**config.mk**
```make
export PLATFORM = sky130hd
export DESIGN_NAME = mux_scan_reg_flat
export DESIGN_NICKNAME = d
export VERILOG_FILES = /design/src/rtl/mux_scan_reg_pkg.sv /design/src/rtl/mux_scan_reg_if.sv /design/src/rtl/mux_scan_reg_ctr.sv /design/src/rtl/mux_scan_reg.sv /design/src/flat_wrapper.sv
export SDC_FILE = /design/constraint.sdc
export NUM_CORES = 1
export LEC_CHECK = 0
export CORE_UTILIZATION = 25
export CTS_BUF_LIST = sky130_fd_sc_hd__clkbuf_4
export DETAILED_ROUTE_END_ITERATION = 7
export SLEW_MARGIN = 20
export SYNTH_ARGS = -nofsm -noshare
export SYNTH_HDL_FRONTEND = slang
export SYNTH_HIERARCHICAL = 1
export SYNTH_SLANG_ARGS = --single-unit
```
**constraint.sdc**
```tcl
create_clock -name clk -period 1.8 [get_ports clk]
set_clock_uncertainty 0.15 [all_clocks]
set_input_delay 0.18 -clock clk [delete_from_list [all_inputs] [get_ports clk]]
set_output_delay 0.18 -clock clk [all_outputs]
set_load 0.03 [all_outputs]
```
**src/rtl/mux_scan_reg_pkg.sv**
```systemverilog
// Shared mode encodings and width helper for the registered scan multiplexer.
// Combinational definitions only; no latency, no flow control.
package mux_scan_reg_pkg;

  localparam logic MODE_MANUAL = 1'b0;
  localparam logic MODE_SCAN   = 1'b1;

  // A counter over n states needs at least one bit even when n == 1.
  function automatic int clog2_min1(input int n);
    int w;
    w = 0;
    while ((1 << w) < n) w++;
    return (w < 1) ? 1 : w;
  endfunction

endpackage

```
**src/rtl/mux_scan_reg_if.sv**
```systemverilog
// Input/output bundle of the scan multiplexer; master drives selection and data, slave returns results.
// Wires only: no latency and no backpressure (en is a pure sample gate).
interface mux_scan_reg_if #(
  parameter int WIDTH = 4,
  parameter int NCH   = 4
);
  localparam int SELW = $clog2(NCH);

  logic                   en;
  logic                   mode;
  logic [SELW-1:0]        sel;
  logic [NCH*WIDTH-1:0]   m_in;
  logic [WIDTH-1:0]       m_out;
  logic [SELW-1:0]        m_ch;
  logic                   m_valid;
  logic                   sel_err;
  logic                   scan_wrap;

  modport master (
    output en, mode, sel, m_in,
    input  m_out, m_ch, m_valid, sel_err, scan_wrap
  );

  modport slave (
    input  en, mode, sel, m_in,
    output m_out, m_ch, m_valid, sel_err, scan_wrap
  );

endinterface

```
**src/rtl/mux_scan_reg_ctr.sv**
```systemverilog
// Scan pointer/dwell counters with restart on any mode change; o_ptr/o_last describe the current sample.
// Counters advance one edge after an enabled scan sample; i_en low holds them (no backpressure).
module mux_scan_reg_ctr
  import mux_scan_reg_pkg::*;
#(
  parameter int NCH   = 4,
  parameter int DWELL = 1
) (
  input  logic                    clk,
  input  logic                    rst,
  input  logic                    i_en,
  input  logic                    i_mode,
  output logic [$clog2(NCH)-1:0]  o_ptr,
  output logic                    o_last
);

  localparam int SELW = $clog2(NCH);
  localparam int DW   = clog2_min1(DWELL);
  localparam logic [SELW-1:0] P_LAST = SELW'(NCH - 1);
  localparam logic [DW-1:0]   D_LAST = DW'(DWELL - 1);

  logic            r_mode_q;
  logic [SELW-1:0] r_p;
  logic [DW-1:0]   r_d;

  logic            w_restart;
  logic [SELW-1:0] w_p;
  logic [DW-1:0]   w_d;
  logic            w_dwell_done;

  // A mode flip this cycle makes the counters read as zero, so scan entry starts clean.
  assign w_restart    = (i_mode != r_mode_q);
  assign w_p          = w_restart ? '0 : r_p;
  assign w_d          = w_restart ? '0 : r_d;
  assign w_dwell_done = (w_d == D_LAST);

  assign o_ptr  = w_p;
  assign o_last = (w_p == P_LAST) && w_dwell_done;

  always_ff @(posedge clk) begin
    if (rst) begin
      r_mode_q <= MODE_MANUAL;
      r_p      <= '0;
      r_d      <= '0;
    end else begin
      r_mode_q <= i_mode;
      if (i_mode != MODE_SCAN) begin
        r_p <= '0;
        r_d <= '0;
      end else if (i_en) begin
        if (w_dwell_done) begin
          r_d <= '0;
          r_p <= (w_p == P_LAST) ? '0 : w_p + 1'b1;
        end else begin
          r_d <= w_d + 1'b1;
          r_p <= w_p;
        end
      end else begin
        r_p <= w_p;
        r_d <= w_d;
      end
    end
  end

endmodule

```
**src/rtl/mux_scan_reg.sv**
```systemverilog
// Registered N-channel W-bit mux with manual select or timed scan of all channels.
// 1-cycle latency, all outputs registered; en low freezes data/state and drops m_valid (no backpressure).
module mux_scan_reg
  import mux_scan_reg_pkg::*;
#(
  parameter int WIDTH = 4,
  parameter int NCH   = 4,
  parameter int DWELL = 1
) (
  input  logic           clk,
  input  logic           rst,
  mux_scan_reg_if.slave  bus
);

  localparam int SELW = $clog2(NCH);

  logic [SELW-1:0]  w_ptr;
  logic             w_last;
  logic [SELW-1:0]  w_idx;
  logic [WIDTH-1:0] w_dat;
  logic             w_sel_ok;

  logic [WIDTH-1:0] r_out;
  logic [SELW-1:0]  r_ch;
  logic             r_valid;
  logic             r_err;
  logic             r_wrap;

  mux_scan_reg_ctr #(
    .NCH   (NCH),
    .DWELL (DWELL)
  ) u_ctr (
    .clk    (clk),
    .rst    (rst),
    .i_en   (bus.en),
    .i_mode (bus.mode),
    .o_ptr  (w_ptr),
    .o_last (w_last)
  );

  assign w_idx    = (bus.mode == MODE_SCAN) ? w_ptr : bus.sel;
  assign w_sel_ok = (int'(bus.sel) < NCH);

  // Explicit compare-and-pick so an out-of-range manual select never slices past m_in.
  always_comb begin
    w_dat = '0;
    for (int k = 0; k < NCH; k++) begin
      if (int'(w_idx) == k) w_dat = bus.m_in[k*WIDTH +: WIDTH];
    end
  end

  always_ff @(posedge clk) begin
    if (rst) begin
      r_out   <= '0;
      r_ch    <= '0;
      r_valid <= 1'b0;
      r_err   <= 1'b0;
      r_wrap  <= 1'b0;
    end else if (!bus.en) begin
      r_valid <= 1'b0;
      r_wrap  <= 1'b0;
    end else if (bus.mode == MODE_SCAN) begin
      r_out   <= w_dat;
      r_ch    <= w_ptr;
      r_valid <= 1'b1;
      r_err   <= 1'b0;
      r_wrap  <= w_last;
    end else begin
      r_ch    <= bus.sel;
      r_wrap  <= 1'b0;
      r_out   <= w_sel_ok ? w_dat : '0;
      r_valid <= w_sel_ok;
      r_err   <= !w_sel_ok;
    end
  end

  assign bus.m_out     = r_out;
  assign bus.m_ch      = r_ch;
  assign bus.m_valid   = r_valid;
  assign bus.sel_err   = r_err;
  assign bus.scan_wrap = r_wrap;

endmodule

```
**src/flat_wrapper.sv**
```systemverilog
// flat-port wrapper written by rule: the top's interface ports become plain ports
module mux_scan_reg_flat import mux_scan_reg_pkg::*;
#(
  parameter int WIDTH = 4,
  parameter int NCH   = 4,
  parameter int DWELL = 1
)
  (clk, rst, bus_en, bus_mode, bus_sel, bus_m_in, bus_m_out, bus_m_ch, bus_m_valid, bus_sel_err, bus_scan_wrap);
  mux_scan_reg_if #(.WIDTH(WIDTH), .NCH(NCH)) bus_i ();
  input  logic clk;
  input  logic rst;
  input wire logic [$bits(bus_i.en)-1:0] bus_en;
  input wire logic [$bits(bus_i.mode)-1:0] bus_mode;
  input wire logic [$bits(bus_i.sel)-1:0] bus_sel;
  input wire logic [$bits(bus_i.m_in)-1:0] bus_m_in;
  output wire logic [$bits(bus_i.m_out)-1:0] bus_m_out;
  output wire logic [$bits(bus_i.m_ch)-1:0] bus_m_ch;
  output wire logic [$bits(bus_i.m_valid)-1:0] bus_m_valid;
  output wire logic [$bits(bus_i.sel_err)-1:0] bus_sel_err;
  output wire logic [$bits(bus_i.scan_wrap)-1:0] bus_scan_wrap;
  assign bus_i.en = bus_en;
  assign bus_i.mode = bus_mode;
  assign bus_i.sel = bus_sel;
  assign bus_i.m_in = bus_m_in;
  assign bus_m_out = bus_i.m_out;
  assign bus_m_ch = bus_i.m_ch;
  assign bus_m_valid = bus_i.m_valid;
  assign bus_sel_err = bus_i.sel_err;
  assign bus_scan_wrap = bus_i.scan_wrap;
  mux_scan_reg #(.WIDTH(WIDTH), .NCH(NCH), .DWELL(DWELL)) u_core (.clk(clk), .rst(rst), .bus(bus_i));
endmodule
```
Word-level counts from Yosys, hierarchy flattened
Cells that the tools add are included.
- register bits: 12
- input port bits: 22
- output and inout port bits: 9
- logic and storage cells: 34
- add/subtract/negate cells: 2
- equal/unequal tests: 5
- multiplexer cells: 13
- bitwise logic cells: 3
- reductions and logical operators: 4
- operators with widths (operator ; number):
    4-bit 2-to-1 mux ; 4
    2-bit 2-to-1 mux ; 5
    2-bit == test, second input constant ; 3
    1-bit 2-to-1 mux ; 4
    1-bit inverter ; 3
    3-bit OR reduction ; 1
    2-bit by 1-bit adder with 2-bit output, second input constant ; 1
    2-bit by 1-bit == test with 1-bit output, second input constant ; 1
    2-bit logical NOT ; 1
    2-bit OR reduction ; 1
    1-bit adder, second input constant ; 1
    1-bit logical AND ; 1
    1-bit inequality test ; 1

Logic depth before layout (Yosys ltp)
Gate-level depths: netlist of the first run.
- word-level depth: 8
- mapped depth: 6
- gate-level depth less buffers: 6

Modules after synthesis
The synthesis of the first run kept the hierarchy.
- modules (own cells, without submodules) (module ; instances ; cells each ; area each (um^2) ; sequential area each (um^2)):
    mux_scan_reg ; 1 ; 46 ; 471.7 ; 160.2
    mux_scan_reg_ctr ; 1 ; 22 ; 215.2 ; 80.1

Worst setup path before layout of the first run
Ideal clock, no wire load.
- path kind: reg2reg
- from: reg u_core.u_ctr.r_mode_q
- to: reg u_core.r_out[0], in the netlist u_core/bus.m_out[0]
- arrival time: 1.544 ns
- slack: -0.008 ns
- cell stages (with the launch flop): 7
- buffers on the path: 0
- cells stage by stage: dfxtp_1 -> xnor2_2 -> and2_1 -> mux2_2 -> o22ai_1 -> a211oi_1 -> a21o_1
- word-level cells in the longest chain between the ends: 8
- ends and longest elaborated chain (item ; RTL line ; text):
    start, declared ; mux_scan_reg_ctr.sv:22 ; logic r_mode_q;
    start signal, assigned ; mux_scan_reg_ctr.sv:46 ; r_mode_q <= i_mode;
    1-bit inequality test (*) ; mux_scan_reg_ctr.sv:32 ; assign w_restart = (i_mode != r_mode_q);
    2-bit 2-to-1 mux (*) ; mux_scan_reg_ctr.sv:33 ; assign w_p = w_restart ? '0 : r_p;
    net u_core.w_ptr[0] ; mux_scan_reg.sv:17 ; logic [SELW-1:0] w_ptr;
    2-bit 2-to-1 mux (*) ; mux_scan_reg.sv:41 ; assign w_idx = (bus.mode == MODE_SCAN) ? w_ptr : bus.sel;
    2-bit logical NOT ; mux_scan_reg.sv:48 ; if (int'(w_idx) == k) w_dat = bus.m_in[k*WIDTH +: WIDTH];
    4-bit 2-to-1 mux (3 in a row) ; mux_scan_reg.sv:48 ;
    4-bit 2-to-1 mux (*) ; mux_scan_reg.sv:48 ;
    end signal, assigned ; mux_scan_reg.sv:63 ; r_out <= w_dat;
    end signal, assigned ; mux_scan_reg.sv:71 ; r_out <= w_sel_ok ? w_dat : '0;
    end, declared ; mux_scan_reg.sv:23 ; logic [WIDTH-1:0] r_out;
Mark *: on every way through the listed nets, which the timed path passes. The rest lies on a longest branch.
A chain may end at the register's enable or synchronous reset.

Worst setup path after layout of the first run
- from: reg u_core.u_ctr.r_mode_q
- to: reg u_core.r_out[1], in the netlist u_core/bus.m_out[1]
Same word-level chain as after synthesis.

==> results of run 1 <==
[repair_timing]
action	in CTS	in global routing
cloned	0	0
hold buffers	0	0
pin swaps	0	1
gates resized for setup	1	12
endpoints found under the setup margin	1	5
[power groups by stage]
stage / Clock [uW] / Sequential, uW / Combinational [uW]
after floorplan: 0 / 314 / 66.5
after global placement: 0 / 294 / 184
after detailed placement: 0 / 294 / 185
after CTS: 171 / 288 / 186
after global routing: 183 / 291 / 212
final: 161 / 288 / 199
[cell type report]
type	instances	share of cell area [%]
multi-input cells	53	42.8
clock buffers	3	2.02
well taps	30	3.36
repair buffers	34	29.6
inverters	2	0.672
flip-flops and latches	12	21.6
[critical path, cell delays in order (launching register included)]
cell      delay, ns
dfxtp_2        0.34
xnor2_2        0.14
and2_4         0.19
mux2i_4        0.26
mux2i_1        0.29
a211oi_2       0.10
a21o_1         0.16
[metrics by stage]
step	power, uW	hold WS [ns]	cells	utilization [%]	setup TNS (ns)
2_1_floorplan	381	0.103	68	-	0
5_1_grt	686	0.291	134	43.9	-0.0281
3_5_place_dp	479	0.292	131	41.1	-1.86
6_report	648	0.276	134	43.9	0
4_1_cts	645	0.315	134	42.0	0
3_3_place_gp	478	0.295	131	41.1	-1.67
[worst paths after layout]
path	end	slack, ns	depth (start not counted)
worst max-delay path	u_core/bus.m_out[1]	0.07	6
worst min-delay path	u_core/bus.scan_wrap	0.28	3
worst max register to register	u_core/bus.m_out[1]	0.07	6
worst min register to register	u_core/bus.m_out[0]	0.31	1
[cell usage in the layout, fill, tap and decap left out, drive strengths merged]
cell / Yosys / routed
a211oi: 7 / 7
a21boi: 1 / 1
a21o: 4 / 4
a31o: 1 / 1
and2: 3 / 3
and3: 1 / 1
buf: 1 / 5
clkbuf: 0 / 3
clkdlybuf4s50: 0 / 28
conb: 1 / 1
dfxtp: 12 / 12
dlymetal6s2s: 0 / 1
ha: 1 / 1
inv: 2 / 2
mux2: 8 / 8
mux2i: 5 / 5
nand2: 4 / 4
nand2b: 4 / 4
nand4: 1 / 1
nand4b: 1 / 1
nor2: 3 / 3
nor3: 1 / 1
o211ai: 1 / 1
o21a: 1 / 1
o22ai: 4 / 4
xnor2: 1 / 1
[logic make-up after synthesis]
logic type,Yosys count
buffers and inverters,3
DFF,12
adders and majority gates,1
xor gates and xnor gates,1
and+or+nand+nor,18
other,1
muxes,13
AOI/OAI and AO/OA,19
[per-layer routing]
layer  vias to the layer above  part of all wire (%)  global-route usage [%]
met1                       292                    45                    14.9
met4                         0                     0                    3.85
met2                        21                    51                    24.2
met3                         0                   4.5                    5.28
met5                         -                     0                       0
li1                        327                     -                       -
[flip-flops by register name (all words and copies together) (netlist names)]
signal / cells
u_core/bus.m_out: 4
u_core/bus.m_valid: 1
u_core/bus.scan_wrap: 1
u_core/u_ctr/r_mode_q: 1
u_core/u_ctr/r_p: 2
u_core/bus.m_ch: 2
u_core/u_ctr/r_d: 1
==> results by group, run 1 <==
Drt
  – WL final: 1770 um
  – Iter 0 DRT Violations: 4
  – Vias per cell: 4.78
  – DRT antenna net count: 0
  – Initial DRT Pass Iterations: 2
  – Vias: 640
  – DRC Markers: 0
  – Routed WL per cell: 13.2 um

Pwr
  – Pleak: 0.000470 uW
  – Clock share of power: 24.9%
  – PwrDens: 580 nW/um^2
  – Sequential Power Share: 44.5%
  – P_sw: 181 uW
  – Comb pwr share: 30.6%
  – Internal cell power: 467 uW
  – Maximum vdd ir drop: 416 uV
  – Net Sw Frac: 27.9%

Yosys
  – Most common cell in the synthesized netlist: dfxtp_1
  – Largest family of logic cells by synthesized area: multiplexers
  – Post-Synthesis Cells: 68
  – Post-Synth Adder-Cell Area: 1.82%
  – Cells taking the most area after synthesis: dfxtp_1, mux2_2, a211oi_1, mux2i_1, a21o_1
  – Synth Area in XOR/XNOR: 2.37%
  – Sequential area share after synthesis: 35.0%
  – Post-synth EDFFs: 0
  – Post-Synth Simple-Gate Area: 14.9%
  – Async S/R FF share, synth: 0%
  – Post-Syn Nets: 91
  – Yosys cell types: 27
  – Syn avg cell area: 10.1 um^2
  – Compound-Gate Fraction of Synth Area: 20.9%
  – Synthesized cell area: 687 um^2
  – Most common library cells after synthesis: dfxtp_1, mux2_2, a211oi_1
  – Synth Warn #: 6
  – Top_reg_cell synth: dfxtp_1
  – Yosys top cell area share: 35.0%
  – Multiplexer share of the synthesized area: 22.2%
  – Area leader, netlist: dfxtp_1
  – #FFs+latches synth: 12

STA
  – Max Clk Rate: 0.578 GHz
  – Final slew viol count: 0
  – PnR worst setup slack: 0.0689 ns
  – Setup violations, final: 0
  – Hold Vio Cnt, Final: 0
  – Minimum clock period: 1.73 ns
  – Post-route clock period utilization: 96.2%

Critical path
  – Crit path DAT: 1.75 ns
  – Crit path kind: flip-flop to flip-flop
  – Reg2reg start: u_core/u_ctr/r_mode_q
  – Setup crit end kind: flip-flop
  – Worst path required time: 1.82 ns
  – Crit path launch: u_core/u_ctr/r_mode_q
  – Max FO, Critical Path: 6
  – Setup crit start kind: flip-flop

Placement
  – GP Congestion: 0.761
  – Dpl ws: -0.346 ns
  – Port buffer count: 29
  – Placed cell area: 1050 um^2
  – Post-detail-place hpwl: 1340 um

CTS
  – Clk buf depth: 2
  – Root Buffer: clkbuf_4
  – CTS tree: done
  – Post-CTS setup buffer count: 0
  – Clk_lat worst skew: 0.27 ns
  – Clk pin slew, worst setup/hold paths: 0.07 ns
  – Num CTS Buffers: 3
  – H-tree levels: 1
  – Clock Sinks: 12

Die
  – DIE AREA: 2960 um^2
  – Ports: 31
  – Die height: 54.4 um
  – # rows: 18
  – Core area: 2540 um^2
  – Starting density of the core: 27.0%
  – Die W: 54.4 um

Hold path
  – Hold_sp: bus_mode
  – Min-Delay Path Class: input pin to flip-flop

Layout
  – Synth-to-Final Area Change: 62.7%
  – Layout cell share with drive strength beyond 1: 29.8%
  – Nets: 129
  – Fillers: 264
  – N_diodes: 0
  – Design Area, Final: 1120 um^2
  – Area of the multi-input gates: 478 um^2
  – Register area: 241 um^2

Status
  – Outcome: finished, final reports clean

GRT
  – Largest net degree at the start of global routing: 12
  – First-pass GRT wire length: 2790 um
  – Initial antenna violation count: 0
  – GRT Total Usage: 13.6%
  – Total grt overflow: 0
  – Number of global-route vias before repair: 659

Run
  – Max cap viols: 0
(Power assumes the default switching activity.)
==> run 2, diff against run 1 <==
- ABC_CLOCK_PERIOD_IN_PS: default -> 1800
==> results of run 2 <==
The final DEF is identical to that of run 1; final timing and power are the same.
